===== config.mk =====
export PLATFORM = sky130hd
export DESIGN_NAME = dmem_arbiter_flat
export DESIGN_NICKNAME = d
export VERILOG_FILES = /design/src/rtl/dmem_arbiter_if.sv /design/src/rtl/dmem_arbiter.sv /design/src/flat_wrapper.sv
export SDC_FILE = /design/constraint.sdc
export NUM_CORES = 1
export LEC_CHECK = 0
export CELL_PAD_IN_SITES_DETAIL_PLACEMENT = 0
export CELL_PAD_IN_SITES_GLOBAL_PLACEMENT = 2
export CORE_MARGIN = 1.5
export CORE_UTILIZATION = 10
export CTS_BUF_LIST = sky130_fd_sc_hd__clkbuf_4 sky130_fd_sc_hd__clkbuf_8
export DETAILED_ROUTE_END_ITERATION = 8
export GPL_TIMING_DRIVEN = 0
export PLACE_DENSITY_LB_ADDON = 0.3
export SYNTH_ARGS = -nofsm -noshare
export SYNTH_HDL_FRONTEND = slang
export SYNTH_SLANG_ARGS = --single-unit

===== constraint.sdc =====
create_clock -name clk -period 1.8 [get_ports clk]
set_clock_uncertainty 0.15 [all_clocks]
set_input_delay 0.36 -clock clk [delete_from_list [all_inputs] [get_ports clk]]
set_output_delay 0.36 -clock clk [all_outputs]
set_load 0.05 [all_outputs]

===== src/rtl/dmem_arbiter_if.sv =====
// Signal bundle between the two data-memory masters, the arbiter and the data SRAM.
interface dmem_arbiter_if #(
  parameter int AW = 8,
  parameter int DW = 16
);
  logic          m0_req;
  logic          m0_we;
  logic          m0_lock;
  logic [AW-1:0] m0_addr;
  logic [DW-1:0] m0_wdata;
  logic          m0_gnt;
  logic          m0_rvalid;
  logic [DW-1:0] m0_rdata;

  logic          m1_req;
  logic          m1_we;
  logic          m1_lock;
  logic [AW-1:0] m1_addr;
  logic [DW-1:0] m1_wdata;
  logic          m1_gnt;
  logic          m1_rvalid;
  logic [DW-1:0] m1_rdata;

  logic          mem_en;
  logic          mem_we;
  logic [AW-1:0] mem_addr;
  logic [DW-1:0] mem_wdata;
  logic [DW-1:0] mem_rdata;

  modport slave (
    input  m0_req, m0_we, m0_lock, m0_addr, m0_wdata,
    output m0_gnt, m0_rvalid, m0_rdata,
    input  m1_req, m1_we, m1_lock, m1_addr, m1_wdata,
    output m1_gnt, m1_rvalid, m1_rdata,
    output mem_en, mem_we, mem_addr, mem_wdata,
    input  mem_rdata
  );

  modport master (
    output m0_req, m0_we, m0_lock, m0_addr, m0_wdata,
    input  m0_gnt, m0_rvalid, m0_rdata,
    output m1_req, m1_we, m1_lock, m1_addr, m1_wdata,
    input  m1_gnt, m1_rvalid, m1_rdata,
    input  mem_en, mem_we, mem_addr, mem_wdata,
    output mem_rdata
  );
endinterface


===== src/rtl/dmem_arbiter.sv =====
// Two-master data-memory arbiter: round-robin with a bounded lock, same-cycle grant,
// fixed one-cycle read return steered back to the master that issued the read.
module dmem_arbiter #(
  parameter int AW       = 8,
  parameter int DW       = 16,
  parameter int MAX_LOCK = 4
) (
  input  logic            clk,
  input  logic            rst_n,
  dmem_arbiter_if.slave   bus
);
  localparam logic [3:0] MAX_LOCK_C = 4'(MAX_LOCK);

  typedef enum logic [1:0] {
    OWN_NONE = 2'd0,
    OWN_M0   = 2'd1,
    OWN_M1   = 2'd2
  } owner_e;

  owner_e        owner_q, owner_d;
  logic          lock_q, lock_d;
  logic [3:0]    cnt_q, cnt_d;
  logic          last_q, last_d;
  logic [1:0]    rd_pend_q, rd_pend_d;

  logic          hold0_s, hold1_s;
  logic [1:0]    gnt_s;
  logic          mem_we_s;
  logic [AW-1:0] mem_addr_s;
  logic [DW-1:0] mem_wdata_s;

  // Grant decision: a live lock wins first, then a lone requester, then round-robin
  always_comb begin
    gnt_s   = 2'b00;
    hold0_s = (owner_q == OWN_M0) && lock_q && bus.m0_req &&
              ((cnt_q < MAX_LOCK_C) || !bus.m1_req);
    hold1_s = (owner_q == OWN_M1) && lock_q && bus.m1_req &&
              ((cnt_q < MAX_LOCK_C) || !bus.m0_req);
    if (hold0_s) begin
      gnt_s = 2'b01;
    end else if (hold1_s) begin
      gnt_s = 2'b10;
    end else if (bus.m0_req && bus.m1_req) begin
      gnt_s = last_q ? 2'b01 : 2'b10;
    end else begin
      gnt_s = {bus.m1_req, bus.m0_req};
    end
  end

  // Steer the winner onto the memory port; idle port is driven to zero
  always_comb begin
    mem_we_s    = 1'b0;
    mem_addr_s  = {AW{1'b0}};
    mem_wdata_s = {DW{1'b0}};
    if (gnt_s[0]) begin
      mem_we_s    = bus.m0_we;
      mem_addr_s  = bus.m0_addr;
      mem_wdata_s = bus.m0_wdata;
    end else if (gnt_s[1]) begin
      mem_we_s    = bus.m1_we;
      mem_addr_s  = bus.m1_addr;
      mem_wdata_s = bus.m1_wdata;
    end else begin
      mem_we_s    = 1'b0;
      mem_addr_s  = {AW{1'b0}};
      mem_wdata_s = {DW{1'b0}};
    end
  end

  // Next ownership, lock count and read-pending state
  always_comb begin
    owner_d   = OWN_NONE;
    lock_d    = 1'b0;
    cnt_d     = 4'd0;
    last_d    = last_q;
    rd_pend_d = gnt_s & {~bus.m1_we, ~bus.m0_we};
    if (gnt_s != 2'b00) begin
      last_d  = gnt_s[1];
      owner_d = gnt_s[1] ? OWN_M1 : OWN_M0;
      lock_d  = gnt_s[1] ? bus.m1_lock : bus.m0_lock;
      // The count only grows while the same master keeps a lock it asked for
      if ((owner_d == owner_q) && lock_q) begin
        cnt_d = (cnt_q >= MAX_LOCK_C) ? MAX_LOCK_C : cnt_q + 4'd1;
      end else begin
        cnt_d = 4'd1;
      end
    end else begin
      owner_d = OWN_NONE;
      lock_d  = 1'b0;
      cnt_d   = 4'd0;
    end
  end

  // State registers; reset discards any read still in flight
  always_ff @(posedge clk or negedge rst_n) begin
    if (!rst_n) begin
      owner_q   <= OWN_NONE;
      lock_q    <= 1'b0;
      cnt_q     <= 4'd0;
      last_q    <= 1'b1;
      rd_pend_q <= 2'b00;
    end else begin
      owner_q   <= owner_d;
      lock_q    <= lock_d;
      cnt_q     <= cnt_d;
      last_q    <= last_d;
      rd_pend_q <= rd_pend_d;
    end
  end

  assign bus.m0_gnt    = gnt_s[0];
  assign bus.m1_gnt    = gnt_s[1];
  assign bus.mem_en    = |gnt_s;
  assign bus.mem_we    = mem_we_s;
  assign bus.mem_addr  = mem_addr_s;
  assign bus.mem_wdata = mem_wdata_s;

  assign bus.m0_rvalid = rd_pend_q[0];
  assign bus.m1_rvalid = rd_pend_q[1];
  assign bus.m0_rdata  = rd_pend_q[0] ? bus.mem_rdata : {DW{1'b0}};
  assign bus.m1_rdata  = rd_pend_q[1] ? bus.mem_rdata : {DW{1'b0}};
endmodule


===== src/flat_wrapper.sv =====
// flat-port wrapper written by rule: the top's interface ports become plain ports
module dmem_arbiter_flat 
#(
  parameter int AW       = 8,
  parameter int DW       = 16,
  parameter int MAX_LOCK = 4
)
  (clk, rst_n, bus_m0_req, bus_m0_we, bus_m0_lock, bus_m0_addr, bus_m0_wdata, bus_m0_gnt, bus_m0_rvalid, bus_m0_rdata, bus_m1_req, bus_m1_we, bus_m1_lock, bus_m1_addr, bus_m1_wdata, bus_m1_gnt, bus_m1_rvalid, bus_m1_rdata, bus_mem_en, bus_mem_we, bus_mem_addr, bus_mem_wdata, bus_mem_rdata);
  dmem_arbiter_if #(.AW(AW), .DW(DW)) bus_i ();
  input  logic clk;
  input  logic rst_n;
  input wire logic [$bits(bus_i.m0_req)-1:0] bus_m0_req;
  input wire logic [$bits(bus_i.m0_we)-1:0] bus_m0_we;
  input wire logic [$bits(bus_i.m0_lock)-1:0] bus_m0_lock;
  input wire logic [$bits(bus_i.m0_addr)-1:0] bus_m0_addr;
  input wire logic [$bits(bus_i.m0_wdata)-1:0] bus_m0_wdata;
  output wire logic [$bits(bus_i.m0_gnt)-1:0] bus_m0_gnt;
  output wire logic [$bits(bus_i.m0_rvalid)-1:0] bus_m0_rvalid;
  output wire logic [$bits(bus_i.m0_rdata)-1:0] bus_m0_rdata;
  input wire logic [$bits(bus_i.m1_req)-1:0] bus_m1_req;
  input wire logic [$bits(bus_i.m1_we)-1:0] bus_m1_we;
  input wire logic [$bits(bus_i.m1_lock)-1:0] bus_m1_lock;
  input wire logic [$bits(bus_i.m1_addr)-1:0] bus_m1_addr;
  input wire logic [$bits(bus_i.m1_wdata)-1:0] bus_m1_wdata;
  output wire logic [$bits(bus_i.m1_gnt)-1:0] bus_m1_gnt;
  output wire logic [$bits(bus_i.m1_rvalid)-1:0] bus_m1_rvalid;
  output wire logic [$bits(bus_i.m1_rdata)-1:0] bus_m1_rdata;
  output wire logic [$bits(bus_i.mem_en)-1:0] bus_mem_en;
  output wire logic [$bits(bus_i.mem_we)-1:0] bus_mem_we;
  output wire logic [$bits(bus_i.mem_addr)-1:0] bus_mem_addr;
  output wire logic [$bits(bus_i.mem_wdata)-1:0] bus_mem_wdata;
  input wire logic [$bits(bus_i.mem_rdata)-1:0] bus_mem_rdata;
  assign bus_i.m0_req = bus_m0_req;
  assign bus_i.m0_we = bus_m0_we;
  assign bus_i.m0_lock = bus_m0_lock;
  assign bus_i.m0_addr = bus_m0_addr;
  assign bus_i.m0_wdata = bus_m0_wdata;
  assign bus_m0_gnt = bus_i.m0_gnt;
  assign bus_m0_rvalid = bus_i.m0_rvalid;
  assign bus_m0_rdata = bus_i.m0_rdata;
  assign bus_i.m1_req = bus_m1_req;
  assign bus_i.m1_we = bus_m1_we;
  assign bus_i.m1_lock = bus_m1_lock;
  assign bus_i.m1_addr = bus_m1_addr;
  assign bus_i.m1_wdata = bus_m1_wdata;
  assign bus_m1_gnt = bus_i.m1_gnt;
  assign bus_m1_rvalid = bus_i.m1_rvalid;
  assign bus_m1_rdata = bus_i.m1_rdata;
  assign bus_mem_en = bus_i.mem_en;
  assign bus_mem_we = bus_i.mem_we;
  assign bus_mem_addr = bus_i.mem_addr;
  assign bus_mem_wdata = bus_i.mem_wdata;
  assign bus_i.mem_rdata = bus_mem_rdata;
  dmem_arbiter #(.AW(AW), .DW(DW), .MAX_LOCK(MAX_LOCK)) u_core (.clk(clk), .rst_n(rst_n), .bus(bus_i));
endmodule

* Word-level counts from Yosys, hierarchy flattened
Cells that the tools add are included.
** Word-level totals
- Memories kept :: 0
- Input port bits :: 72
- ROM bits :: 0
- Word-level logic and storage cells :: 47
- Latch bits :: 0
- Register bits after elaboration :: 10
- RAM bits :: 0
** Operators by class
- Multipliers :: 0
- Div/mod/pow operators :: 0
- Eq/ne operators :: 3
- Reduce and logical (&&, ||, !) cells :: 14
- $add $sub $neg :: 1
- Shift operators :: 0
- Mux-type cells :: 19
- Bitwise operators :: 3
- Order comparisons :: 2
** Operators with widths (number)
- $mux 16 :: 4
- $mux 8 :: 2
- $mux 2 :: 6
- $mux 4 :: 3
- $logic_and 1x1->1 :: 8
- $add 4x1->4 const B :: 1
- $ge 4x3->1 const B :: 1
- $lt 4x3->1 const B :: 1
- $mux 1 :: 4
- $and 2x2->2 :: 1
- $eq 2x1->1 const B :: 1
- $eq 2x2->1 :: 1
- $eq 2x2->1 const B :: 1
- $logic_not 1->1 :: 2
- $logic_or 1x1->1 :: 2
- $not 1->1 :: 2
- $reduce_bool 2->1 :: 1
- $reduce_or 2->1 :: 1

* Logic depth before layout (Yosys ltp)
- Depth after elaboration :: 11
- Mapped depth :: 6

* Worst setup path after synthesis
No wires, ideal clock.
- Kind :: flip-flop to output port
- From :: reg u_core.cnt_q[2]
- To :: out bus_mem_wdata[10]
- Required time :: 1.290 ns
- Buffers on the path :: 1
- Stages on the path, launching flop included :: 6
- Arrival time :: 1.856 ns
- Slack :: -0.566 ns
- Cell sequence :: dfrtp_1 nor4b_2 o211ai_2 nand2_2 buf_2 a22o_1
** Between the ends
- Longest elaborated chain between the ends :: 7
- Elaborated cells on any way between the ends :: 9
** RTL lines
- start: declaration :: RTL line dmem_arbiter.sv:22 : logic [3:0] cnt_q, cnt_d;
- start signal: assignment :: RTL line dmem_arbiter.sv:105 : cnt_q <= cnt_d;
- $lt 4x3->1 * :: RTL line dmem_arbiter.sv:36, dmem_arbiter.sv:38
- $logic_or 1x1->1 :: RTL line dmem_arbiter.sv:38 : ((cnt_q < MAX_LOCK_C) || !bus.m0_req);
- $logic_and 1x1->1 :: RTL line dmem_arbiter.sv:37 : hold1_s = (owner_q == OWN_M1) && lock_q && bus.m1_req &&
- $mux 2 :: RTL line dmem_arbiter.sv:41 : end else if (hold1_s) begin
- $mux 2 * :: RTL line dmem_arbiter.sv:39 : if (hold0_s) begin
- via bus_m1_gnt :: RTL line flat_wrapper.sv:25 : output wire logic [$bits(bus_i.m1_gnt)-1:0] bus_m1_gnt;
- $mux 16 * :: RTL line dmem_arbiter.sv:59 : end else if (gnt_s[1]) begin
- $mux 16 * :: RTL line dmem_arbiter.sv:55 : if (gnt_s[0]) begin
- end: declaration :: RTL line flat_wrapper.sv:31 : output wire logic [$bits(bus_i.mem_wdata)-1:0] bus_mem_wdata;
The timed path passes the listed nets; every way through them passes the cells marked *.

* Worst setup path in the final report
- From :: reg u_core.owner_q[0]
- To :: out bus_mem_wdata[2]
** Between the ends
- Longest elaborated chain between the ends :: 8
- Elaborated cells on any way between the ends :: 12
** RTL lines
- start: declaration :: RTL line dmem_arbiter.sv:20 : owner_e owner_q, owner_d;
- start signal: assignment :: RTL line dmem_arbiter.sv:103 : owner_q <= owner_d;
- $eq 2x2->1 :: RTL line dmem_arbiter.sv:37
- $logic_and 1x1->1 (3 in series) :: RTL line dmem_arbiter.sv:37
- $mux 2 :: RTL line dmem_arbiter.sv:41
- $mux 2 * :: RTL line dmem_arbiter.sv:39
- $mux 16 :: RTL line dmem_arbiter.sv:59
- $mux 16 * :: RTL line dmem_arbiter.sv:55
Every way passes the cells marked *; elsewhere a longest branch is shown, timed or not.

==> metrics.md <==
| Metric | Value |
|---|---|
| Die Footprint | `around 10000 um^2` |
| Top delay family on crit path | `simple AND/OR/NAND/NOR gates` |
| Critical Path RT | `between 1000 and 1500 ps` |
| Port bufs | `133` |
| All-Layer GR Usage | `around 8.7%` |
| Starting Density | `10.4%` |
| Area grow syn2layout | `207%` |
| Post-synthesis sequential area ratio | `26.1%` |
| Failing checks | `setup timing` |
| Register bit total from synthesis | `10` |
| Worst Path Buf+Inv | `3` |
| Fmax | `around 410 MHz` |
| CTS buffer count | `3` |
| P_leak | `~1.3 nW` |
| Final Hold Vio Count | `0` |
| Drt wl/cell | `12.6 um` |
| Post-Route WL | `~5 mm` |
| DR vias | `approximately 1500` |
| Num rows | `35` |
| Pins over their slew limit | `0` |
| Combinational power share | `around three quarters` |
| Sw power | `between 1 and 1.5 mW` |
| 1st-iter DRT viols | `19` |
| Clock transition at path regs | `roughly 50 ps` |
| Peak supply drop | `just under 300 uV` |
| Syn_area_per_cell | `between 8 and 9 um^2` |
| Root Buffer | `clkbuf_8` |
| Post-route ant nets | `0` |
| Initial antenna violation count | `0` |
| Max incr delay on CP | `~420 ps` |
| Max-Cap Viols | `0` |
| CTS tree | `built` |
| CTS sink cnt | `10` |
| Crit end category | `primary output` |
| Tmin final | `2430 ps` |
| Clk pwr share | `between 10 and 15%` |
| Synth unique cells | `30` |
| Slowest-stage cell, CP | `dfrtp_2` |
| Fin Hold WS | `roughly 290 ps` |
| Most frequent cell after synthesis | `and2_1` |
| Ys async rst share | `100%` |
| Pre-antenna DRT Iters | `4` |
| Post-Place Worst Slack | `-1520 ps` |
| Final setup viols | `27` |
| Top cell type by total area after synthesis | `a22o_1` |
| Cells after synthesis | `111` |
| Setup total negative slack | `-16190 ps` |
| Most used flip-flop cell after synthesis | `dfrtp_1` |
| Ports | `between 100 and 150` |
| # H-tree levels | `1` |
| First-pass GRT wire length | `7.10 mm` |
| Mapped Nets | `~180` |
| Largest net degree at the start of global routing | `11` |
| Synth top area cells | `a22o_1 (24%), dfrtp_1 (23%), and2_1 (21%)` |
| Die span in y | `101 um` |
| Synth cell count leaders | `and2_1 (32), a22o_1 (26), dfrtp_1 (9)` |
| # nets final | `between 300 and 400` |
| Core footprint | `9280 um^2` |
| PwrDens | `748 nW/um^2` |
| Later-pin clock latency in the skew report | `about 240 ps` |
| Antenna Cells | `0` |
| Cts hold-fix bufs | `0` |
| Sw Share | `about 46%` |
| Area share of the leading cell type in the synthesized netlist | `23.6%` |
| Synthesis Warnings | `0` |
| Critical-path cell list | `nor4b_4, o211ai_2, and3_4, buf_12, buf_16, a22o_4, buf_8` |
| Clock Path Buffers | `2` |
| Vias in the first global route | `about 1500` |
| Fin area | `a little under 3000 um^2` |
| Outcome | `complete, but fails checks` |
| Flop pwr share | `between 10% and 20%` |
| DRC violations left | `0` |
| Int Pwr | `~1.2 mW` |
| CP arrival | `approximately 1900 ps` |
| Post-synth EDFFs | `0` |
| Vias per cell | `about 3.8` |
| Fin crit share | `135%` |
| Grt total ovfl | `0` |
| Share of cells above drive strength 1 | `between 50% and 60%` |
| Fin worst setup slack | `-633 ps` |
| HPWL Detailed | `about 3.6 mm` |
| RSZ-0062 raised after global routing | `true` |
| CP Max Fanout | `5` |
| Setup CP Type | `flop to primary output` |
| Dpl cell area | `about 2600 um^2` |
| Final core occ | `about a third` |
| Synth Cell Area | `about 960 um^2` |
| Die W | `roughly 100 um` |
| CP Launch Type | `flop` |
| Worst hold-check path type | `input pin to async pin` |
| GP Congestion | `roughly 0.66` |
## cell families (layout without fill, tap and decap cells)
logic type | after synthesis | count (layout) | synth area share [%]
compound gates | 34 | 34 | 30.6
fa+ha+maj | 1 | 1 | 1.30
buf+inv | 10 | 166 | 6.49
flops | 10 | 10 | 26.1
other cells | 1 | 1 | 0.389
simple gates | 55 | 55 | 35.1
## worst paths after layout
path	from	endpoint	slack, ps	cells past startpoint
min reg2reg	u_core.last_q	u_core.last_q	430	2
max	u_core.owner_q[0]	bus_mem_wdata[2]	-630	7
max in group asynchronous	rst_n	u_core.last_q	860	1
max reg2reg	u_core.owner_q[0]	u_core.rd_pend_q[1]	60	7
min in group clk	u_core.last_q	u_core.last_q	430	2
min	rst_n	u_core.lock_q	290	1
## sequential cells by signal, indices dropped and copies added (netlist names)
name and count:
u_core.lock_q 1, u_core.cnt_q 4, u_core.owner_q 2, u_core.rd_pend_q 2
u_core.last_q 1
## power by group through the flow
stage | logic [mW] | registers (mW) | clock network, mW
final | 1.67 | 0.294 | 0.255
after global routing | 1.74 | 0.299 | 0.268
after CTS | 1.61 | 0.294 | 0.258
after detailed placement | 1.39 | 0.293 | 0
after global placement | 1.39 | 0.293 | 0
after floorplan | 0.875 | 0.298 | 0
## per-stage QoR
step                total power [mW]  cells
floorplan                       1.17    111
global placement                1.69    373
detailed placement              1.68    373
CTS                             2.16    392
global route                    2.31    396
finish                          2.22    396
## layout by cell type (no fill, tap or decap), types with 2 or more instances in the layout
cell	count
clkdlybuf4s50_1	69
buf_4	31
and2_2	20
a22o_4	18
buf_6	18
buf_2	15
buf_8	13
and2_1	12
a22o_2	7
dfrtp_2	5
buf_12	4
nand2_1	4
clkbuf_4	4
nor3_1	4
dlygate4sd2_1	4
dfrtp_1	4
inv_1	3
nor2b_1	3
clkbuf_8	3
nor2_1	2
buf_16	2
## routing by layer
metal	share of wire, %	GRT usage, %
met2	52	16.7
met4	1.1	3.10
met3	11	2.42
met1	36	8.97
met5	0	0
## area by class of cell
type                       count  area, um^2
buffer                         7         101
fill                         993        6320
multi-input combinational     91         896
sequential                    10         258
timing repair buffer         152        1490
clock buffer                   4        48.8
inverter                       3        11.3
tap                          129         161
## timing repair
item / in CTS / in global routing
gates resized for setup: 409 / 27
hold endpoints to repair: 0 / 0
cloned: 3 / 0
pin swaps: 6 / 5
setup endpoints to repair: 65 / 51
setup buffers: 12 / 5
(Power assumes the default switching activity.)
